### src/rtl/nmr_qsw_en_wingen_param.sv
// nmr_qsw_en_wingen_param
// Q-switch enable window generator for the NMR receive path (ADC_CLK domain).
// Synchronises ACQ_WND, arms on a fresh rising edge, waits a programmable
// pre-delay, holds EN_QSW until the acquisition marker plus a hold-off, and
// guards the active phase with an optional timeout.
// Optional feature macro: NMR_QSW_ECHO_CNT_EN (saturating completed-window count
// on ECHO_CNT; when undefined ECHO_CNT is tied to 0).
module nmr_qsw_en_wingen_param #(
   parameter int SYNC_STAGES = 2,
   parameter int CNT_W       = 16
) (
   input  logic             ADC_CLK,
   input  logic             RESET,
   input  logic             ENABLE,
   input  logic             ACQ_WND,
   input  logic             ACQ_WND_PULSED,
   input  logic [CNT_W-1:0] DLY_CNT,
   input  logic [CNT_W-1:0] HOLD_CNT,
   input  logic [CNT_W-1:0] TMO_CNT,
   output logic             EN_QSW,
   output logic             BUSY,
   output logic             TIMEOUT,
   output logic [CNT_W-1:0] ECHO_CNT
);

   typedef enum logic [4:0] {
      IDLE   = 5'b00001,
      ARMED  = 5'b00010,
      DELAY  = 5'b00100,
      ACTIVE = 5'b01000,
      HOLD   = 5'b10000
   } state_t;

   state_t                 state_q, state_d;
   logic [SYNC_STAGES-1:0] sync_q;
   logic                   wnd_s;
   logic [CNT_W-1:0]       cnt_q;      // shared DELAY / HOLD down-counter
   logic [CNT_W-1:0]       hold_q;     // HOLD_CNT latched at ARMED exit
   logic [CNT_W-1:0]       tmo_q;      // TMO_CNT latched at ARMED exit
   logic [CNT_W-1:0]       tmo_ctr_q;  // cycles spent in ACTIVE
   logic                   timeout_q;
   logic                   arm_exit;
   logic                   pulse_exit;
   logic                   tmo_hit;

   // Multi-flop synchroniser bringing the asynchronous window into ADC_CLK
   always_ff @(posedge ADC_CLK or posedge RESET) begin
      if (RESET)
         sync_q <= '0;
      else
         sync_q <= {sync_q[SYNC_STAGES-2:0], ACQ_WND};
   end

   assign wnd_s = sync_q[SYNC_STAGES-1];

   // State register
   always_ff @(posedge ADC_CLK or posedge RESET) begin
      if (RESET)
         state_q <= IDLE;
      else
         state_q <= state_d;
   end

   // Next-state decode and single-cycle event strobes for the datapath
   always_comb begin
      state_d    = state_q;
      arm_exit   = 1'b0;
      pulse_exit = 1'b0;
      tmo_hit    = 1'b0;
      if (!ENABLE) begin
         state_d = IDLE;
      end else begin
         case (state_q)
            IDLE: begin
               // a window already high is ignored until it has been seen low
               if (!wnd_s)
                  state_d = ARMED;
            end
            ARMED: begin
               if (wnd_s) begin
                  arm_exit = 1'b1;
                  state_d  = (DLY_CNT == '0) ? ACTIVE : DELAY;
               end
            end
            DELAY: begin
               if (cnt_q == '0)
                  state_d = ACTIVE;
            end
            ACTIVE: begin
               // the marker takes priority over a timeout in the same cycle
               if (ACQ_WND_PULSED) begin
                  pulse_exit = 1'b1;
                  state_d    = (hold_q == '0) ? IDLE : HOLD;
               end else if ((tmo_q != '0) && (tmo_ctr_q == tmo_q - CNT_W'(1))) begin
                  tmo_hit = 1'b1;
                  state_d = IDLE;
               end
            end
            HOLD: begin
               if (cnt_q == '0)
                  state_d = IDLE;
            end
            default: state_d = IDLE;
         endcase
      end
   end

   // Configuration latch, delay/hold down-counter, timeout counter and sticky flag
   always_ff @(posedge ADC_CLK or posedge RESET) begin
      if (RESET) begin
         cnt_q     <= '0;
         hold_q    <= '0;
         tmo_q     <= '0;
         tmo_ctr_q <= '0;
         timeout_q <= 1'b0;
      end else begin
         if (arm_exit) begin
            hold_q    <= HOLD_CNT;
            tmo_q     <= TMO_CNT;
            timeout_q <= 1'b0;
            cnt_q     <= (DLY_CNT == '0) ? '0 : DLY_CNT - CNT_W'(1);
         end else if (pulse_exit) begin
            cnt_q <= (hold_q == '0) ? '0 : hold_q - CNT_W'(1);
         end else if (((state_q == DELAY) || (state_q == HOLD)) && (cnt_q != '0)) begin
            cnt_q <= cnt_q - CNT_W'(1);
         end

         // cleared on every entry into ACTIVE, frozen once the limit is reached
         if (arm_exit || ((state_q == DELAY) && (cnt_q == '0)))
            tmo_ctr_q <= '0;
         else if ((state_q == ACTIVE) && !tmo_hit && (tmo_ctr_q != '1))
            tmo_ctr_q <= tmo_ctr_q + CNT_W'(1);

         if (tmo_hit)
            timeout_q <= 1'b1;
      end
   end

`ifdef NMR_QSW_ECHO_CNT_EN
   logic [CNT_W-1:0] echo_q;

   // Saturating count of windows closed by the acquisition marker
   always_ff @(posedge ADC_CLK or posedge RESET) begin
      if (RESET)
         echo_q <= '0;
      else if (!ENABLE)
         echo_q <= '0;
      else if (pulse_exit && (echo_q != '1))
         echo_q <= echo_q + CNT_W'(1);
   end

   assign ECHO_CNT = echo_q;
`else
   assign ECHO_CNT = '0;
`endif

   // Moore outputs decoded straight from the state register so reset drops them at once
   assign EN_QSW  = (state_q == ACTIVE) || (state_q == HOLD);
   assign BUSY    = (state_q != IDLE);
   assign TIMEOUT = timeout_q;

endmodule

### config.mk
export PLATFORM = sky130hd
export DESIGN_NAME = nmr_qsw_en_wingen_param
export DESIGN_NICKNAME = d
export VERILOG_FILES = /design/src/rtl/nmr_qsw_en_wingen_param.sv
export SDC_FILE = /design/constraint.sdc
export NUM_CORES = 1
export LEC_CHECK = 0
export ABC_AREA = 1
export ABC_CLOCK_PERIOD_IN_PS = 2800
export BUFFER_PORTS_ARGS = -buffer_cell sky130_fd_sc_hd__buf_2
export CAP_MARGIN = 15
export CORE_MARGIN = 2
export CORE_UTILIZATION = 59
export CTS_CLUSTER_SIZE = 14
export DETAILED_ROUTE_END_ITERATION = 12
export GPL_TIMING_DRIVEN = 1
export PLACE_DENSITY = 0.82
export SLEW_MARGIN = 10
export SYNTH_ARGS = -nofsm -noshare
export SYNTH_HDL_FRONTEND = slang
export SYNTH_SLANG_ARGS = --single-unit
### constraint.sdc
create_clock -name ADC_CLK -period 2.8 [get_ports ADC_CLK]
set_input_delay 0.28 -clock ADC_CLK [delete_from_list [all_inputs] [get_ports ADC_CLK]]
set_output_delay 0.28 -clock ADC_CLK [all_outputs]
set_load 0.005 [all_outputs]
Yosys cells after proc, flatten, opt, wreduce, memory -nomap -nowiden
Cells that the tools add are included.
Widths: inputs -> output; s select.
Cells by class
  $add $sub $neg: 5
  equal/unequal tests: 13
  muxes and demuxes: 29
  reduce and logical (&&, ||, !) cells: 18
Operator list (number)
  $mux 16: 7
  $sub 16x1->16 const B: 4
  $logic_not 16->1: 3
  $mux 5: 8
  $reduce_bool 16->1: 2
  $pmux 5 s5: 1
  $add 16x1->16 const B: 1
  $eq 16x16->1: 1
  $ne 16x16->1 const B: 1
  $mux 1: 12
  $ne 3x3->1 const B: 4
  $eq 5x1->1 const B: 1
  $eq 5x2->1 const B: 1
  $eq 5x3->1 const B: 1
  $eq 5x4->1 const B: 1
  $eq 5x5->1 const B: 1
  $logic_and 1x1->1: 5
  $ne 5x1->1 const B: 1
  $reduce_and 5->1: 1
  $mux 4: 1
  $ne 4x4->1 const B: 1
  $reduce_bool 2->1: 2
  $logic_or 1x1->1: 3
  $reduce_bool 3->1: 1
  $logic_not 1->1: 1
Storage, ports and cells
  output and inout port bits: 19
  register bits: 72
  logic and storage cells: 72
  input port bits: 53

Longest topological paths before layout
Gate-level depths: netlist of run 1.
  word-level depth: 12
  mapped depth: 16
  depth with buffers taken out: 15

Worst setup path before layout of run 1
No wires, ideal clock.
  kind: flip-flop to flip-flop
  start point: reg tmo_q[0]
  end point: reg tmo_ctr_q[2]
  buffers on the path: 1
  required time: 2.733 ns
  arrival time: 1.891 ns
  stages on the path, launching flop included: 17
  setup slack: 0.842 ns
  cells stage by stage: dfrtp_1 inv_1 ha_1 nand2_1 inv_1 nor2_1 nand2_1 nor2_1 nand2_1 nor2_1 nand3_2 nor2_4 nand3_4 nand2_4 buf_12 nand3_1 nand2_1
On the way
  word-level cells in the longest chain between the ends: 11
Ends and longest elaborated chain
  start, declared: RTL line 39  | logic [CNT_W-1:0] tmo_q;
  start signal, assigned: RTL line 113  | tmo_q <= '0;
  start signal, assigned: RTL line 119  | tmo_q <= TMO_CNT;
  $sub 16x1->16: RTL line 94  | end else if ((tmo_q != '0) && (tmo_ctr_q == tmo_q - CNT_W'(1))) begin
  $eq 16x16->1: RTL line 94
  $logic_and 1x1->1 *: RTL line 94
  $mux 1 *: RTL line 94
  $mux 1 *: RTL line 91  | if (ACQ_WND_PULSED) begin
  $mux 1 *: RTL line 73  | case (state_q)
  $mux 1 *: RTL line 70  | if (!ENABLE) begin
  $logic_not 1->1 *: RTL line 131  | else if ((state_q == ACTIVE) && !tmo_hit && (tmo_ctr_q != '1))
  $logic_and 1x1->1 * (2 in a row): RTL line 131
  $reduce_bool 2->1 (no line) *
  end signal, assigned: RTL line 132  | tmo_ctr_q <= tmo_ctr_q + CNT_W'(1);
  end, declared: RTL line 40  | logic [CNT_W-1:0] tmo_ctr_q;
Mark *: on every way between the ends. The rest lies on a longest branch, timed or not.
A chain may end at the register's enable or synchronous reset.

Worst setup path in the final report of run 1
  start point: reg hold_q[0]
  end point: reg cnt_q[8]
On the way
  word-level cells in the longest chain between the ends: 4
Ends and longest elaborated chain
  start, declared: RTL line 38  | logic [CNT_W-1:0] hold_q;
  start signal, assigned: RTL line 112  | hold_q <= '0;
  start signal, assigned: RTL line 118  | hold_q <= HOLD_CNT;
  $sub 16x1->16 or $logic_not 16->1 (tied branches): RTL line 123  | cnt_q <= (hold_q == '0) ? '0 : hold_q - CNT_W'(1);
  $mux 16 *: RTL line 123
  $mux 16 *: RTL line 122  | end else if (pulse_exit) begin
  $mux 16 *: RTL line 117  | if (arm_exit) begin
  end signal, assigned: RTL line 121  | cnt_q <= (DLY_CNT == '0) ? '0 : DLY_CNT - CNT_W'(1);
  end signal, assigned: RTL line 123
  end signal, assigned: RTL line 125  | cnt_q <= cnt_q - CNT_W'(1);
  end, declared: RTL line 37  | logic [CNT_W-1:0] cnt_q;
Marked as above.

==> results of run 1 <==
-- cell usage after synthesis, types with 2 or more instances --
| cell | number |
|---|---|
| sky130_fd_sc_hd__clkbuf_1 | 8 |
| sky130_fd_sc_hd__nand2_1 | 202 |
| sky130_fd_sc_hd__nor4_1 | 4 |
| sky130_fd_sc_hd__inv_1 | 76 |
| sky130_fd_sc_hd__o22ai_1 | 5 |
| sky130_fd_sc_hd__nand3b_1 | 7 |
| sky130_fd_sc_hd__nand3_4 | 2 |
| sky130_fd_sc_hd__xor2_1 | 38 |
| sky130_fd_sc_hd__nor2_2 | 8 |
| sky130_fd_sc_hd__ha_1 | 6 |
| sky130_fd_sc_hd__nor3_2 | 2 |
| sky130_fd_sc_hd__nand2_4 | 2 |
| sky130_fd_sc_hd__a22oi_1 | 4 |
| sky130_fd_sc_hd__nand3_2 | 5 |
| sky130_fd_sc_hd__a31oi_1 | 6 |
| sky130_fd_sc_hd__a21oi_1 | 22 |
| sky130_fd_sc_hd__o31ai_1 | 2 |
| sky130_fd_sc_hd__nor2_4 | 7 |
| sky130_fd_sc_hd__buf_6 | 2 |
| sky130_fd_sc_hd__nand4_1 | 19 |
| sky130_fd_sc_hd__clkbuf_8 | 2 |
| sky130_fd_sc_hd__inv_2 | 4 |
| sky130_fd_sc_hd__nor3_1 | 9 |
| sky130_fd_sc_hd__buf_2 | 4 |
| sky130_fd_sc_hd__nand3_1 | 57 |
| sky130_fd_sc_hd__xnor2_1 | 16 |
| sky130_fd_sc_hd__dfrtp_1 | 71 |
| sky130_fd_sc_hd__nor2_1 | 86 |
| sky130_fd_sc_hd__o21ai_0 | 44 |
| sky130_fd_sc_hd__nand2_2 | 6 |
| sky130_fd_sc_hd__o22a_1 | 2 |
| sky130_fd_sc_hd__buf_4 | 16 |
-- worst reg2reg max path: cells and delay by family, from the launching register on --
family	cells	cell delay, ns
compound gates	2	0.24
fa+ha+maj	1	0.20
buf+inv	2	0.32
flops	1	0.38
simple gates	7	1.22
-- flip-flops by register name, summed over array words and instances, names as in the netlist --
signal     flops
hold_q        16
TIMEOUT        1
cnt_q         16
tmo_q         16
tmo_ctr_q     16
state_q        5
sync_q         2
-- area by class of cell --
cell class              count  area, um^2
flip-flops and latches     72        1800
fillers                   766        2950
clock inverters             5        40.0
clock buffers              11         151
inverters                  82         309
multi-input cells         584        3030
well taps                 108         135
repair buffers             62         340
-- path summary, 6_finish.rpt --
path,slack [ns],cells past startpoint,endpoint,start
worst min register to register,0.35,0,sync_q[1],sync_q[0]
min in group ADC_CLK,0.03,1,sync_q[0],ACQ_WND
worst max register to register,0.33,12,cnt_q[8],hold_q[0]
max in group asynchronous,2.49,3,state_q[0],RESET
worst min-delay path,-0.001,3,sync_q[1],RESET
worst max-delay path,0.33,12,cnt_q[8],hold_q[0]
-- per-stage QoR --
stage	instance area [um^2]	power (mW)	utilization [%]	instances	hold WS (ns)
after floorplan	5390	3.19	-	772	0.311
after global placement	5620	3.58	64.1	908	0.338
after detailed placement	5620	3.64	64.1	908	0.343
after CTS	5810	4.44	66.3	924	0.00991
after global routing	5810	4.84	66.3	924	0.00544
final	5810	4.44	66.3	924	-0.00132
-- power groups by stage --
| stage | Clock [mW] | Combinational (mW) | Sequential (mW) |
|---|---|---|---|
| floorplan | 0 | 1.48 | 1.72 |
| global placement | 0 | 1.76 | 1.82 |
| detailed placement | 0 | 1.81 | 1.83 |
| CTS | 0.802 | 1.83 | 1.81 |
| global route | 0.853 | 2.12 | 1.87 |
| finish | 0.786 | 1.83 | 1.82 |
-- cell families after synthesis --
kind of cell	after synthesis	share of synthesized area, %
compound gates	91	9.69
buf+inv	116	10.4
xor+xnor	54	8.87
flops	72	33.8
other cells	1	0.0703
fa+ha+maj	6	1.41
simple gates	417	35.8
-- metal layers --
| metal | wire [um] | share of wire [%] | vias to the layer above |
|---|---|---|---|
| li1 | - | - | 2522 |
| met1 | 5880 | 46 | 2304 |
| met2 | 5940 | 46 | 178 |
| met3 | 845 | 6.5 | 18 |
| met4 | 244 | 1.9 | 0 |
| met5 | 0 | 0 | - |
==> results, run 1 <==
- The count of cells resized by post-cts repair is 0.
- Setup slack on the critical path of the routed design comes to ~0.33 ns.
- Walking the worst path, the cells encountered are inv_1 -> ha_1 -> nand3_1 -> nor2_1 -> nand2_1 -> nor2_1 -> nand2_1 -> nand2_1 -> inv_1 -> nand2_1 -> a21oi_1 -> o22a_1.
- The post-CTS clock slew at the launch and capture registers of the worst setup and hold paths is 0.08 ns.
- The maximum clock skew at final layout is 0.00774 ns.
- Hold repair after CTS inserted 0 buffers.
- In this run the worst path has a maximum fanout of 12.
- The share of total power dissipated in sequential elements is 41.0%.
- For the pin with the worst max-slew slack, the measured transition is 0.843 ns.
- The total via count in the routed design is 5022.
- The pin count of the biggest net entering global routing is 73.
- Once the floorplan was initialized, standard cells occupied about three fifths of the core.
- Data on the critical path is required at its endpoint by slightly above 3 ns.
- The cell seen most often among critical-path stages is sky130_fd_sc_hd__nand2_1.
- In the final routed layout, each cell accounts on average for ~14 um.
- The iteration count of the initial detailed-routing pass is 5.
- 0 antenna diodes ended up in the layout.
- The clock passes through at most 2 buffers.
- The placer congestion estimate is 0.972.
- Hold timing on the final database bottoms out at a slack of -0.00132 ns.
- The aggregate global-route resource usage is ~28%.
- Together, buffers and inverters on the worst path number 2.
- The first-pass GRT wire length is 22.7 mm.
- The count of final max-slew check failures came to 0.
- The routed design could run at a clock period as short as 2.47 ns.
- Among all stages on the critical path, the largest delay is contributed by sky130_fd_sc_hd__dfrtp_1.
- Of the synthesized area, sequential elements account for 33.8%.
- Once the clock tree was built, the setup fixing pass inserted 0 buffers.
- The worst setup timing slack at the placement stage is 0.354 ns.
- The initial antenna violation count is 0.
- The portion of total power attributed to the clock network is ~18%.
- The final layout contains 870 nets.
- From left edge to right edge, the die measures 99.1 um.
- The share of total power consumed by net switching is 43.7%.
- The global-route met2 utilization is a little under half.
- The clock net in this run drives a total of 72 sinks.
- The flow ran to the end, but the final reports show violations.
- The number of hold violations in the final report is 3.
- The number of warnings printed during yosys synthesis is 0.
- In the final layout, the share of cells above drive strength 1 is 14.7%.
- The synthesized instance count is 757.
- The number of library cell types mapped by synthesis is 45.
- After floorplanning, the core was divided into 34 placement rows.
- The root buffer cell chosen for the clock tree is sky130_fd_sc_hd__clkbuf_8.
- TritonCTS built the clock tree.
- On the worst path, the slowest cell contributes a delay of between 0.3 and 0.4 ns.
- The layer with the highest usage after global routing is met2.
- Timing would allow up to 406 MHz.
- Summed over all failing endpoints, the final setup total negative slack is 0 ns.
- Using the TritonRoute via totals, the vias-per-cell ratio works out to around 5.4.
- Clock latency on the worst-skew pair, taken at its later pin, is 0.35 ns.
- STA classifies the critical path startpoint as a register.
- The final reports fail on negative hold slack.
- A synthesized cell averages 7.05 um^2.
- STA classifies the critical path endpoint as a register.
- The logic gate share of total power is 41.3%.
- Global routing consumed, on the met3 layer, 4.47% of the routing resources.
- The number of levels the H-tree was split into is 3.
- The remaining routing DRC violations is 0.
- The I/O pin count is 72.
- After the first detailed-routing iteration, the DRC count stood at 308.
- The library cells used most frequently in the layout, excluding fill and tap cells, are 202 x sky130_fd_sc_hd__nand2_1, 86 x sky130_fd_sc_hd__nor2_1, 75 x sky130_fd_sc_hd__inv_1.
- The final critical path takes up 88.0% of the cycle.
- The library cell used most frequently in the layout, excluding fill and tap cells, is sky130_fd_sc_hd__nand2_1.
- Setup repair after global routing left no endpoint under its margin.
- The number of setup violations in the final report is 0.
- Max-cap violations in this run came to 0.
- The total wire length is about 13 mm.
- The critical path's top delay family is simple AND/OR/NAND/NOR gates.
- For this run, asynchronously set or reset flops after synthesis account for 100%.
- Detailed placement ended at an HPWL of 9.84 mm.
- The leakage dissipation is 2.92 nW.
- The via count of the first global-routing pass is 4949.
- The synthesized design contains 0 enable-type register cells.
- Data arrives at the worst endpoint at between 2 and 3 ns.
- The commonest register cell after synthesis is sky130_fd_sc_hd__dfrtp_1.
- After floorplanning, the core was sized to cover between 8000 and 9000 um^2.
- The internal power is about 2.5 mW.
- The total net switching power is slightly below 2 mW.
- The tightest min-delay check is of the in2async type.
- The overflow left after global routing is 0.
- The count of buffers added on input and output ports is 55.
- The post-detailed-route count of antenna-violating nets is 0.
- After synthesis the cells add up to between 5000 and 6000 um^2.
- The biggest area consumer among synthesized cells is sky130_fd_sc_hd__dfrtp_1.
- The worst relative slew slack is 43.6%.
- The number of buffers created by CTS is 9.
- The worst ir drop on vdd is around 500 uV.
- The die covers around 9800 um^2.
- Synthesis inferred 72 register bits.
- After synthesis, the largest area contributor takes up 33.3% of total cell area.
- The worst setup path is of the reg2reg kind.
- Measured along the y axis, the die boundary spans 99.1 um.
- Dividing total power by cell area gives a power density of between 700 and 800 nW/um^2.
- The area added between synthesis and finish is 8.96%.
- After synthesis, the cell types taking the most area are sky130_fd_sc_hd__dfrtp_1 33%, sky130_fd_sc_hd__nand2_1 14%, sky130_fd_sc_hd__xor2_1 6.2%.
- For this run, global-route usage on met1 was measured as 39.2%.
Power figures use the tool's default switching activity.
==> run 2: changes to the inputs <==
Settings changed: CORE_ASPECT_RATIO from default to 1.25.
==> results, run 2 (same netlist as run 1, synthesis figures left out) <==
- The maximum clock skew at final layout is 0.00787 ns (+0.000137 ns).
- The first-pass GRT wire length is 22.5 mm (-1.0%).
- The count of final max-slew check failures was 0 (unchanged).
- The critical-path maximum fanout was 17 (+5).
- The path depth of the worst reg2reg path is 9 (-3).
- The number of diodes is 0 (unchanged).
- The count of cells resized by post-cts repair is 0 (unchanged).
- The layout filler cell count is 802 (+4.7%).
- The number of violations reported at the end of detailed-routing iteration 0 was 302 (-1.9%).
- The remaining routing DRC violations came to 0 (unchanged).
- The row count came to 38 (+12%).
- The hold buffer count at cts is 1 (+1).
- The total via count in the routed design is 5088 (+1.3%).
- The half-perimeter wire length of the detailed placement result is 10.2 mm (+3.3%).
- The critical path is of the reg2reg type.
- The slowest stage of the critical path belongs to the cell sky130_fd_sc_hd__dfrtp_1.
- The total placed instance area was 5630 um^2 (+0.18%).
- STA classifies the critical path startpoint as a register.
- The total wire length is 13.5 mm (+4.8%).
- The full die area is 9820 um^2 (about the same).
- The average vias per placed instance came to 5.42 (-0.20%).
- The number of buffers inserted by post-CTS setup repair is 0 (unchanged).
- The library cell used most frequently in the layout, excluding fill and tap cells, is sky130_fd_sc_hd__nand2_1.
- The number of violations of the max-capacitance limit was 0 (unchanged).
- The iteration count of the initial detailed-routing pass is 6 (+1).
- The endpoint of the lowest-slack register-to-register path is tmo_ctr_q[1].
- The data arrival time at the worst-slack endpoint is 2.77 ns (+0.07 ns).
- The detail-routed net length per standard cell is 14.4 um (+3.2%).
- The power consumption was 4.58 mW (+3.1%).
- The total stage count of the critical path is 9 (-3).
- The die height is 110 um (+11%).
- The post-detailed-route count of antenna-violating nets is 0 (unchanged).
- The number of buffers on the longest clock path is 2 (unchanged).
- The cell at the root of the clock tree is sky130_fd_sc_hd__clkbuf_8.
- The highest clock frequency the design can meet is 408 MHz (+0.61%).
- The shortest period the worst path allows came to 2.45 ns (-0.0148 ns).
- The total core area came to 8750 um^2 (-0.17%).
- The post-CTS clock slew at the launch and capture registers of the worst setup and hold paths came to 0.07 ns (about the same).
- The measured slew at the worst slew-check pin is 0.890 ns (+0.0472 ns).
- The kind of end point of the critical path is a register.
- The placer congestion estimate is 0.968 (-0.39%).
- The part of the cycle the worst path needs is 87.5% (-0.53 points).
- The fraction of layout instances using a drive strength above 1 is 14.8% (+0.086 points).
- The met2 wire length is 7.12 mm (+20%).
- The buffer and inverter count on the worst path came to 0 (-2).
- The signal on the critical path passes through ha_1 -> nand3_1 -> nor2_1 -> nand2_1 -> nor3_1 -> a31oi_2 -> nand2_4 -> nand3_1 -> nand2_1.
- Setup repair after global routing left no endpoint under its margin.
- The launch point of the worst hold path is ACQ_WND.
- The class of the worst hold path is in2reg.
- The via count of the first global-routing pass is 5140 (+3.9%).
- The finished layout cell area is 5860 um^2 (+0.84%).
- The number of buffers created by CTS came to 9 (unchanged).
- The pin count of the biggest net entering global routing is 54 (-26%).
- Among cell families on the critical path, the largest total delay comes from simple AND/OR/NAND/NOR gates.
- The number of input and output port buffers inserted was 55 (unchanged).
- The launch instance of the worst register-to-register path is tmo_ctr_q[0].
- The delay of the slowest cell on the worst path was 0.47 ns (+0.09 ns).
- The cell area power density is 781 nW/um^2 (+2.3%).
- The overflow left after global routing is 0 (unchanged).
- The setup slack of the worst register-to-register path is 0.35 ns (about the same).
- The total length of routed met3 wires is 533 um (-37%).
- The net count of the finished layout is 872 (+0.23%).
- The post-route met1 wirelength is 5.31 mm (-9.7%).
- The latest clock arrival within the worst-skew pair was 0.38 ns (+0.03 ns).
- The worst ir drop on vdd is 586 uV (+16%).
- The leakage dissipation is 2.94 nW (+0.92%).
- The I/O pin count is 72 (unchanged).
- The data required time of the worst path is 3.12 ns (+0.08 ns).
- The run finished with clean final reports.
- The aggregate global-route resource usage is 29.7% (+1.3 points).
- The initial antenna violation count came to 0 (unchanged).
- The number of setup violations in the final report is 0 (unchanged).
- The setup TNS came to 0 ns (unchanged).
- TritonCTS built the clock tree.
- The number of hold violations in the final report was 0 (-3).
- The initial standard-cell utilization of the core is 61.0% (+0.10 points).
- The detailed router used layers up to and including met4.
- The worst relative slew slack was 40.5% (-3.2 points).
- The die width is 89.0 um (-10%).
- The number of levels the H-tree was split into is 3 (unchanged).
- Leaving out fill and tap cells, the most frequent cells in the layout are 202 x sky130_fd_sc_hd__nand2_1, 86 x sky130_fd_sc_hd__nor2_1, 75 x sky130_fd_sc_hd__inv_1.
- The area growth from synthesis to layout is 9.88%.
- Along the worst hold path, the cell count comes to 1.
- The worst hold path terminates at sync_q[0].
- The clock net sink count came to 72 (unchanged).
## run 2: final cells by class
| cell class | count | area (um^2) | share of cell area, % |
|---|---|---|---|
| Clock buffer | 10 | 138 | 2.35 |
| Clock inverter | 6 | 82.6 | 1.41 |
| Inverter | 82 | 309 | 5.27 |
| Multi-Input combinational cell | 584 | 3030 | 51.8 |
| Sequential cell | 72 | 1800 | 30.8 |
| Tap cell | 120 | 150 | 2.56 |
| Timing Repair Buffer | 64 | 345 | 5.89 |
## run 2: worst max-delay path by stage
stage                 start           end  slack (ns)
4_1_cts           hold_q[0]      cnt_q[8]        0.36
2_1_floorplan         RESET       TIMEOUT        0.70
3_3_place_gp      hold_q[0]     cnt_q[14]        0.47
3_5_place_dp      hold_q[0]     cnt_q[14]        0.42
6_report       tmo_ctr_q[0]  tmo_ctr_q[1]        0.35
5_1_grt           hold_q[0]      cnt_q[8]        0.12
## run 2: metrics by stage
stage | std cells | utilization (%) | worst slack [ns] | hold WS, ns
after floorplan | 772 | - | 0.697 | 0.311
after global placement | 921 | 64.4 | 0.467 | 0.336
after detailed placement | 921 | 64.4 | 0.423 | 0.337
after CTS | 938 | 67.0 | 0.365 | 0.00880
after global routing | 938 | 67.0 | 0.115 | 0.000671
final | 938 | 67.0 | 0.350 | 0.00755
## run 2: per-layer routing
metal / global-route usage (%) / vias to the layer above
met5: 0 / -
met4: 17.5 / 0
met3: 4.47 / 45
met2: 54.1 / 145
met1: 32.1 / 2371
li1: - / 2527
## run 2: where the power goes
group          internal [mW]  total, mW  switching [mW]
Clock                  0.521      0.946           0.425
Combinational          0.721       1.81            1.09
Sequential              1.40       1.82           0.417
Total                   2.64       4.58            1.93
